<file path="src/rtl/sqr_pkg.sv">
// sqr_pkg: shared FSM state type, default width and counter-width helper for seq_squarer
package sqr_pkg;
  typedef enum logic [1:0] {IDLE, CALC, DONE} sqr_state_t;
  localparam int SQR_W_DEFAULT = 4;
  function automatic int sqr_cnt_w(input int w);
    return $clog2(w) + 1;
  endfunction
endpackage

</file>
<file path="src/rtl/sqr_shift_add_dp.sv">
// sqr_shift_add_dp: shift-add datapath (operands, 2W accumulator, bit counter); load latches in_data, step runs one iteration, acc_next/last feed the FSM
module sqr_shift_add_dp import sqr_pkg::*; #(
  parameter int W = SQR_W_DEFAULT
) (
  input  logic           clk,
  input  logic           rst,
  input  logic           load,
  input  logic           step,
  input  logic [W-1:0]   in_data,
  output logic [2*W-1:0] acc_next,
  output logic           last
);
  localparam int CW = sqr_cnt_w(W);
  logic [W-1:0] mcand, mplier, mplier_sh;
  logic [2*W-1:0] acc;
  logic [CW-1:0] cnt;
  assign mplier_sh = mplier >> cnt;
  assign acc_next = mplier_sh[0] ? acc + ((2*W)'(mcand) << cnt) : acc;
  assign last = cnt == CW'(W - 1);
  always_ff @(posedge clk or posedge rst)
    if (rst) begin
      mcand <= '0;
      mplier <= '0;
      acc <= '0;
      cnt <= '0;
    end else if (load) begin
      mcand <= in_data;
      mplier <= in_data;
      acc <= '0;
      cnt <= '0;
    end else if (step) begin
      acc <= acc_next;
      cnt <= cnt + CW'(1);
    end
endmodule

</file>
<file path="src/rtl/seq_squarer.sv">
// seq_squarer: sequential squarer, W-cycle shift-add with valid/ready handshakes; SQR_FAST_TRIVIAL_EN makes operands 0/1 skip CALC
module seq_squarer import sqr_pkg::*; #(
  parameter int W = SQR_W_DEFAULT
) (
  input  logic           clk,
  input  logic           rst,
  input  logic           in_valid,
  input  logic [W-1:0]   in_data,
  output logic           in_ready,
  output logic           out_valid,
  output logic [2*W-1:0] out_data,
  input  logic           out_ready,
  output logic           busy
);
  sqr_state_t state;
  logic accept, last, trivial;
  logic [2*W-1:0] acc_next;
  assign in_ready = state == IDLE;
  assign out_valid = state == DONE;
  assign busy = state != IDLE;
  assign accept = in_valid && in_ready;
`ifdef SQR_FAST_TRIVIAL_EN
  assign trivial = in_data <= W'(1);
`else
  assign trivial = 1'b0;
`endif
  sqr_shift_add_dp #(.W(W)) u_dp (
    .clk(clk), .rst(rst), .load(accept), .step(state == CALC),
    .in_data(in_data), .acc_next(acc_next), .last(last)
  );
  always_ff @(posedge clk or posedge rst)
    if (rst) begin
      state <= IDLE;
      out_data <= '0;
    end else if (accept) begin
      state <= trivial ? DONE : CALC;
      if (trivial) out_data <= (2*W)'(in_data);
    end else if (state == CALC && last) begin
      state <= DONE;
      out_data <= acc_next;
    end else if (state == DONE && out_ready)
      state <= IDLE;
endmodule
</file>
<file path="config.mk">
export PLATFORM = sky130hd
export DESIGN_NAME = seq_squarer
export DESIGN_NICKNAME = d
export VERILOG_FILES = /design/src/rtl/sqr_pkg.sv /design/src/rtl/sqr_shift_add_dp.sv /design/src/rtl/seq_squarer.sv
export SDC_FILE = /design/constraint.sdc
export NUM_CORES = 1
export LEC_CHECK = 0
export ABC_AREA = 1
export CAP_MARGIN = 20
export CORE_ASPECT_RATIO = 1.5
export CORE_MARGIN = 5
export CORE_UTILIZATION = 35
export CTS_CLUSTER_SIZE = 28
export DETAILED_ROUTE_END_ITERATION = 16
export GPL_ROUTABILITY_DRIVEN = 1
export GPL_TIMING_DRIVEN = 0
export PLACE_DENSITY_LB_ADDON = 0.15
export SLEW_MARGIN = 20
export SYNTH_ARGS = -nofsm -noshare
export SYNTH_HDL_FRONTEND = slang
export SYNTH_SLANG_ARGS = --single-unit
</file>
<file path="constraint.sdc">
create_clock -name clk -period 2.3 [get_ports clk]
set_clock_uncertainty 0.1 [all_clocks]
set_input_delay 0.69 -clock clk [delete_from_list [all_inputs] [get_ports clk]]
set_output_delay 0.69 -clock clk [all_outputs]
set_load 0.005 [all_outputs]
</file>
After elaboration in Yosys (flattened, before gate mapping)
Cells that the tools add are included.
{ "word_totals": {"reg_bits": 25, "wordCells": 29, "output_inout_bits": 11, "inputBits": 8} }
{ "op_classes": {"mux": 8, "n_eq_ne": 3, "shift": 2, "n_bitwise": 1, "n_reduce_logical": 8, "addsub": 2} }
{ "op_table": {"columns": ["op", "n"], "rows": [
  ["$mux 8", 3],
  ["$add 8x8->8", 1],
  ["$shl 4x3->8", 1],
  ["$mux 2", 3],
  ["$mux 3", 2],
  ["$reduce_bool 2->1", 2],
  ["$shr 4x3->1", 1],
  ["$add 3x1->3 const B", 1],
  ["$eq 3x2->1 const B", 1],
  ["$logic_and 1x1->1", 3],
  ["$reduce_bool 3->1", 1],
  ["$eq 2x1->1 const B", 1],
  ["$eq 2x2->1 const B", 1],
  ["$logic_not 2->1", 1],
  ["$reduce_and 2->1", 1],
  ["$not 1->1", 1]
]} }

Logic depth before layout (Yosys ltp)
Gate-level depths: netlist (run 1).
{ "logic_depth": {"ltp_word": 5, "ltp_mapped": 16, "depth_no_buf": 15} }

Hierarchy
Synthesis (run 1) repeated with hierarchy kept, for this count alone.
{ "unflattened": {"cells_unflattened": 229, "area_unflattened_um2": 1676.6} }
{ "by_module_without_submodules": {"columns": ["mod", "instances", "seq_area_each_um2", "area_per_inst_um2", "cells_each"], "rows": [
  ["sqr_shift_add_dp", 1, 375.4, 1229.9, 178],
  ["seq_squarer", 1, 250.2, 446.7, 51]
]} }

Worst setup path before layout (run 1)
No wires, ideal clock.
{ "synth_path": {"kind": "register -> register", "start": "register u_dp.cnt[0]", "end": "register out_data[4]", "t_arrival_ps": 1832, "slack_ps": 251, "n_path_buf": 1, "path_stages_with_launch": 15, "required_time_ps": 2082, "path_cell_list": "dfrtp_1 buf_4 o21ai_0 inv_1 nor2_1 inv_1 fa_1 inv_1 nand2_1 nand2_1 nand2_1 nand3_1 nand2_1 nand2_1 nand2_1"} }
{ "synth_via": {"elab_chain_cells": 3, "word_cells_on_any_way": 7} }
{ "synth_rtl": {"columns": ["element", "line", "rtl"], "rows": [
  ["start, declared", "sqr_shift_add_dp.sv:16", "logic [CW-1:0] cnt;"],
  ["start signal, assigned", "sqr_shift_add_dp.sv:33", "cnt <= cnt + CW'(1);"],
  ["$shl 4x3->8 or $eq 3x2->1 (tied branches)", "sqr_shift_add_dp.sv:18, sqr_shift_add_dp.sv:19", null],
  ["$add 8x8->8 or $logic_and 1x1->1 (tied branches)", "sqr_shift_add_dp.sv:18, seq_squarer.sv:38", null],
  ["$mux 8 or $reduce_and 2->1 (tied branches)", null, null],
  ["end signal, assigned", "seq_squarer.sv:37", "if (trivial) out_data <= (2*W)'(in_data);"],
  ["end signal, assigned", "seq_squarer.sv:40", "out_data <= acc_next;"],
  ["end, declared", "seq_squarer.sv:11", "output logic [2*W-1:0] out_data,"]
]} }
Several ways; a longest one is shown, not always the timed one.
A chain may end at the register's enable or synchronous reset.

Worst setup path in the final report (run 1)
{ "layout_path": {"start": "register state[1]", "end": "output port in_ready"} }
{ "layout_via": {"elab_chain_cells": 1} }
{ "layout_rtl": {"columns": ["element", "line", "rtl"], "rows": [
  ["start, declared", "seq_squarer.sv:15", "sqr_state_t state;"],
  ["start signal, assigned", "seq_squarer.sv:36", "state <= trivial ? DONE : CALC;"],
  ["$logic_not 2->1", "seq_squarer.sv:18", "assign in_ready = state == IDLE;"],
  ["end, declared", "seq_squarer.sv:9", "output logic in_ready,"]
]} }
Every way passes these cells.

==> flow_metrics.py, run 1 <==
metrics = {
    "final_layout": {
        "fin_nets": 282,
        "n_fill_cell": 455,
        "syn_to_final_growth_pct": 32.8,
        "fin_area_sq_um": 2190,
        "layout-drive-gt1-share": 0.225,
        "final_cells": 326,
        "diodes": 0,
    },
    "worst_setup_path": {
        "crit_type": "reg -> out",
        "cp.depth": 2,
        "worstSetupEndpoint": "in_ready",
        "crit_path_max_incr_delay_ps": 530,
        "critPathRequiredTime_ps": 1510,
        "path_cells": "nor2_1 -> clkdlybuf4s50_1",
        "worst-path-max-fanout": 4,
        "ff2ff_path_depth": 14,
        "crit_slowest_cell": "clkdlybuf4s50_1",
        "rrSetupSlack_ps": 130,
        "crit_path_start": "state[1]",
        "r2r-end": "out_data[7]",
        "crit_family": "buffers and inverters",
        "rr_startpoint": "u_dp.cnt[0]",
        "worst-path-buf-inv": 1,
        "end_kind": "output pin",
        "start_kind": "flip-flop",
        "arrival_ps": 1400,
    },
    "timing": {
        "slew_headroom": 0.600,
        "period_needed_ps": 2190,
        "worst_slew_pin_slew_ps": 599,
        "period_share": 0.954,
        "finalSetupViolations": 0,
        "holdWs_ps": 387,
        "finalHoldViolCount": 0,
        "fmax_ghz": 0.456,
        "rsz0062_at_grt": "yes",
        "setup_tns_ps": 0,
        "slew_viol_final": 0,
    },
    "place": {
        "gp_congestion": 0.750,
        "dp_hpwl_um": 2900,
        "placed_cells": 312,
        "placed_area_sq_um": 1910,
        "io_buffers": 18,
    },
    "floorplanning": {
        "die_h_um": 94.0,
        "top_level_ports": 19,
        "start_util": 0.363,
        "die_x_um": 66.0,
        "dieArea_sq_um": 6200,
        "rows": 30,
        "core_area_sq_um": 4540,
    },
    "clock_tree": {
        "insertion_delay_ps": 260,
        "tritoncts": "built",
        "cts.htree.levels": 1,
        "clkTransAtPathRegs_ps": 80,
        "cts_sinks": 25,
        "cts_buffer_depth": 2,
        "cts_made_buffers": 3,
        "cts-root-buf": "clkbuf_8",
        "cts_hold_buf": 0,
    },
    "synth": {
        "synth.yosys.seq_area_share": 0.380,
        "synth.cell_area_sq_um": 1650,
        "synthDominantCellAreaShare": 0.380,
        "ys_async_sr_fraction": 1.00,
        "yosysWarnings": 0,
        "synthDistinctLibCells": 25,
        "synth_largest_area_cell": "dfrtp_1",
        "postSynthAreaPerCell_sq_um": 7.16,
        "synthMostInstantiatedCell": "nand2_1",
        "synthesis.nets": 249,
        "synth.area.top_cells": "dfrtp_1 (38%), nand2_1 (18%), inv_1 (8.2%)",
        "yosys-top-cells-count": "nand2_1 (81), inv_1 (36), nand3_1 (26)",
        "synth_seq_cells": 25,
        "synth_flop_cell": "dfrtp_1",
        "synth-edff-count": 0,
        "syn-instance-count": 230,
    },
    "power": {
        "power.total_uw": 718,
        "p_leak_uw": 0.00111,
        "peakVddDrop_v": 0.000332,
        "power_density_nw_per_um2": 328,
    },
    "grt": {
        "grt_pass1_wl_um": 6710,
        "track_usage": 0.137,
        "overflow": 0,
        "antenna_found_initial": 0,
        "grt_pass1_vias": 1469,
        "grt_max_degree": 26,
    },
    "drt": {
        "wirelength_um": 4010,
        "drc": 0,
        "wl_per_cell_um": 12.3,
        "num_vias": 1509,
        "vias_per_cell": 4.63,
        "ant_nets": 0,
        "drtPass1Iterations": 4,
        "drtIter0Drc": 31,
    },
    "min_path": {
        "holdCritPathClass": "reg -> reg",
    },
    "flow_run": {
        "maxCapViolCount": 0,
    },
    "status": {
        "status": "finished, final reports clean",
    },
}
==> layer usage <==
layer	share of wire	track usage	up-vias
met5	0	0	-
met4	0.0077	0.0458	0
met3	0.019	0.0156	2
met2	0.52	0.238	14
met1	0.45	0.175	702
li1	-	-	791
==> cell families (layout without fill, tap and decap cells) <==
group                      Yosys count  in the layout  synth area share
and+or+nand+nor                    127            127             0.335
buffers and inverters               41             73            0.0957
DFF                                 25             25             0.380
AOI/OAI and AO/OA                   23             23            0.0828
adders and majority gates           11             11            0.0881
xor gates and xnor gates             1              1           0.00532
muxes                                2              2            0.0129
==> flip-flops by register name (all words and copies together) (netlist names) <==
| name | cells |
|---|---|
| out_data | 8 |
| state | 2 |
| u_dp.acc | 8 |
| u_dp.cnt | 3 |
| u_dp.mcand | 4 |
==> cells in the final DEF, fill, tap and decap left out, drive strengths merged, types with 2 or more instances in the layout <==
cell type,n
clkbuf,5
inv,38
dfrtp,25
a21oi,6
nor2,14
buf,11
nand2,84
nand4,2
ha,10
o22ai,2
clkdlybuf4s50,18
nand3,27
o21ai,14
==> layout make-up <==
cell class | count | area (sq um) | area share
Inverter | 39 | 151 | 0.0692
Buffer | 2 | 15.0 | 0.00686
Tap cell | 64 | 80.1 | 0.0366
Timing Repair Buffer | 28 | 263 | 0.120
Clock buffer | 4 | 45.0 | 0.0206
Sequential cell | 25 | 629 | 0.288
Multi-Input combinational cell | 164 | 1000 | 0.459
==> where the power goes <==
part           leakage [uW]  internal, uW  total (uW)  switching [uW]
clock network     0.0000228           124         256             132
logic              0.000817          12.7        23.1            10.5
registers          0.000265           439         439               0
total               0.00111           575         718             143
==> per-stage QoR <==
step                      utilization  worst slack [ps]
after floorplan                     -               251
after global placement          0.420             -77.9
after detailed placement        0.420             -84.8
after CTS                       0.431              2.16
after global routing            0.482             -21.9
final                           0.482               107
==> timing repair <==
action / 4_1_cts / 5_1_grt
pin swaps: 1 / 15
gates cloned: 0 / 1
setup endpoints to repair: 6 / 10
setup buffers: 0 / 8
gates resized for setup: 7 / 41
==> worst min path at each step <==
| stage | from | end | slack (ps) | cells after the start |
|---|---|---|---|---|
| global route | out_data[2] | out_data[2] | 430 | 2 |
| floorplan | u_dp.acc[7] | u_dp.acc[7] | 370 | 2 |
| global placement | out_data[7] | out_data[7] | 370 | 2 |
| finish | out_data[4] | out_data[4] | 390 | 2 |
| CTS | out_data[5] | out_data[5] | 390 | 2 |
| detailed placement | out_data[0] | out_data[0] | 360 | 2 |
==> worst register-to-register path, stage by stage (launching register included) <==
cell and delay, ps:
dfrtp_2 440, buf_6 150, nand2_4 70, o21ai_4 60, o21ai_2 200, mux2i_2 120, ha_1 350, nand2_2 100
inv_2 40, a21oi_2 110, nand2_2 80, nand2_2 70, nand2_2 70, nand3_2 70, nand2_2 60
(Power assumes the default switching activity.)
==> run 2, diff against run 1 <==
Settings changed: HOLD_SLACK_MARGIN set to 0.02.
==> results of run 2 <==
No change in the layout: final DEF, timing and power equal those of run 1.
==> run 3, diff against run 2 <==
Settings changed: CTS_BUF_LIST set to sky130_fd_sc_hd__clkbuf_4 sky130_fd_sc_hd__clkbuf_8, CTS_CLUSTER_SIZE 28 to 12, TNS_END_PERCENT set to 10.
==> flow_metrics.py, run 3 (synthesis gave the netlist of run 1 again) <==
metrics = {
    "floorplanning": {
        "dieArea_sq_um": 6200,
        "start_util": 0.363,
        "die_h_um": 94.0,
        "core_area_sq_um": 4540,
        "rows": 30,
        "top_level_ports": 19,
        "die_x_um": 66.0,
    },
    "grt": {
        "overflow": 0,
        "grt_pass1_wl_um": 6710,
        "antenna_found_initial": 0,
        "grt_max_degree": 26,
        "grt_pass1_vias": 1469,
        "track_usage": 0.137,
    },
    "timing": {
        "period_needed_ps": 2190,
        "period_share": 0.954,
        "fmax_ghz": 0.456,
        "slew_headroom": 0.591,
        "finalSetupViolations": 0,
        "finalHoldViolCount": 0,
        "slew_viol_final": 0,
        "worst_slew_pin_slew_ps": 613,
        "setup_tns_ps": 0,
        "rsz0062_at_grt": "yes",
        "setup_slack_ps": 107,
    },
    "place": {
        "pre_cts_slack_ps": -84.8,
        "placed_area_sq_um": 1910,
        "io_buffers": 18,
        "dp_hpwl_um": 2900,
        "gp_congestion": 0.750,
    },
    "power": {
        "power_density_nw_per_um2": 334,
        "peakVddDrop_v": 0.000371,
        "p_leak_uw": 0.00111,
    },
    "drt": {
        "drtIter0Drc": 27,
        "drtPass1Iterations": 4,
        "num_vias": 1493,
        "drc": 0,
        "vias_per_cell": 4.58,
        "wirelength_um": 3950,
        "ant_nets": 0,
        "wl_per_cell_um": 12.1,
    },
    "clock_tree": {
        "clkTransAtPathRegs_ps": 80,
        "cts_sinks": 25,
        "cts-root-buf": "clkbuf_8",
        "tritoncts": "built",
        "cts_buffer_depth": 2,
        "cts_made_buffers": 3,
        "cts_hold_buf": 0,
        "cts.htree.levels": 1,
        "insertion_delay_ps": 260,
    },
    "worst_setup_path": {
        "arrival_ps": 1400,
        "start_kind": "flip-flop",
        "end_kind": "output pin",
        "crit_type": "reg -> out",
        "worst-path-max-fanout": 4,
        "crit_slowest_cell": "clkdlybuf4s50_1",
        "path_cells": "nor2_1 -> clkdlybuf4s50_1",
        "crit_path_max_incr_delay_ps": 530,
        "critPathRequiredTime_ps": 1510,
    },
    "final_layout": {
        "syn_to_final_growth_pct": 32.6,
        "n_fill_cell": 455,
        "fin_util": 0.481,
        "fin_nets": 282,
        "largest_registers": "out_data (8), u_dp.acc (8), u_dp.mcand (4)",
        "final_common_cell": "nand2_1",
        "diodes": 0,
        "layout-drive-gt1-share": 0.229,
        "final_cell_mix": "nand2_1 (75), inv_1 (33), dfrtp_1 (22), nand3_1 (21), clkdlybuf4s50_1 (18)",
        "fin_area_sq_um": 2180,
    },
    "flow_run": {
        "maxCapViolCount": 0,
    },
    "min_path": {
        "holdCritPathClass": "reg -> reg",
    },
    "status": {
        "status": "finished, final reports clean",
    },
}
==> run 3: area by class of cell <==
type                            instances  area [sq um]  share of cell area
Buffer                                  2          15.0             0.00688
Tap cell                               64          80.1              0.0367
Sequential cell                        25           629               0.288
Inverter                               39           151              0.0693
Multi-Input combinational cell        164           996               0.456
Clock buffer                            4          48.8              0.0223
Timing Repair Buffer                   28           263               0.120
==> run 3: worst paths after layout <==
path                             start          end  slack [ps]  cells after the start
max                           state[1]     in_ready         110                      2
min                        out_data[4]  out_data[4]         390                      2
max reg2reg                u_dp.cnt[0]  out_data[7]         150                     14
min reg2reg                out_data[4]  out_data[4]         390                      2
max in group asynchronous          rst  u_dp.cnt[2]         900                      3
min in group asynchronous          rst  out_data[5]         690                      2
==> run 3: critical path: cells and delay by family (launching register included) <==
kind / cells / cell delay [ps]
flops: 1 / 420
buf+inv: 1 / 530
simple gates: 1 / 190
==> run 3: where the power goes <==
part | leakage [uW] | switching (uW) | internal, uW
sequential | 0.000265 | 0 | 439
combinational | 0.000817 | 10.6 | 12.7
clock | 0.0000262 | 132 | 135
total | 0.00111 | 142 | 587
==> run 3: stage by stage <==
step | instances | hold WS [ps] | power (uW)
after floorplan | 230 | 371 | 454
after global placement | 312 | 366 | 469
after detailed placement | 312 | 364 | 469
after CTS | 316 | 392 | 743
after global routing | 326 | 426 | 768
final | 326 | 387 | 730
==> run 3: per-layer routing <==
layer  part of all wire  track usage  vias to the layer above  routed length (um)
li1                   -            -                      793                   -
met1               0.46        0.175                      686                1800
met2               0.52        0.238                       12                2040
met3              0.019       0.0156                        2                  74
met4             0.0079       0.0458                        0                  31
met5                  0            0                        -                   0
==> run 3: what timing repair did <==
| item | in CTS | in global routing |
|---|---|---|
| gates resized for setup | 7 | 40 |
| pin swaps | 1 | 15 |
| cloned | 0 | 1 |
| setup buffers | 0 | 8 |
| setup endpoints to repair | 6 | 10 |
| hold endpoints to repair | 0 | 0 |
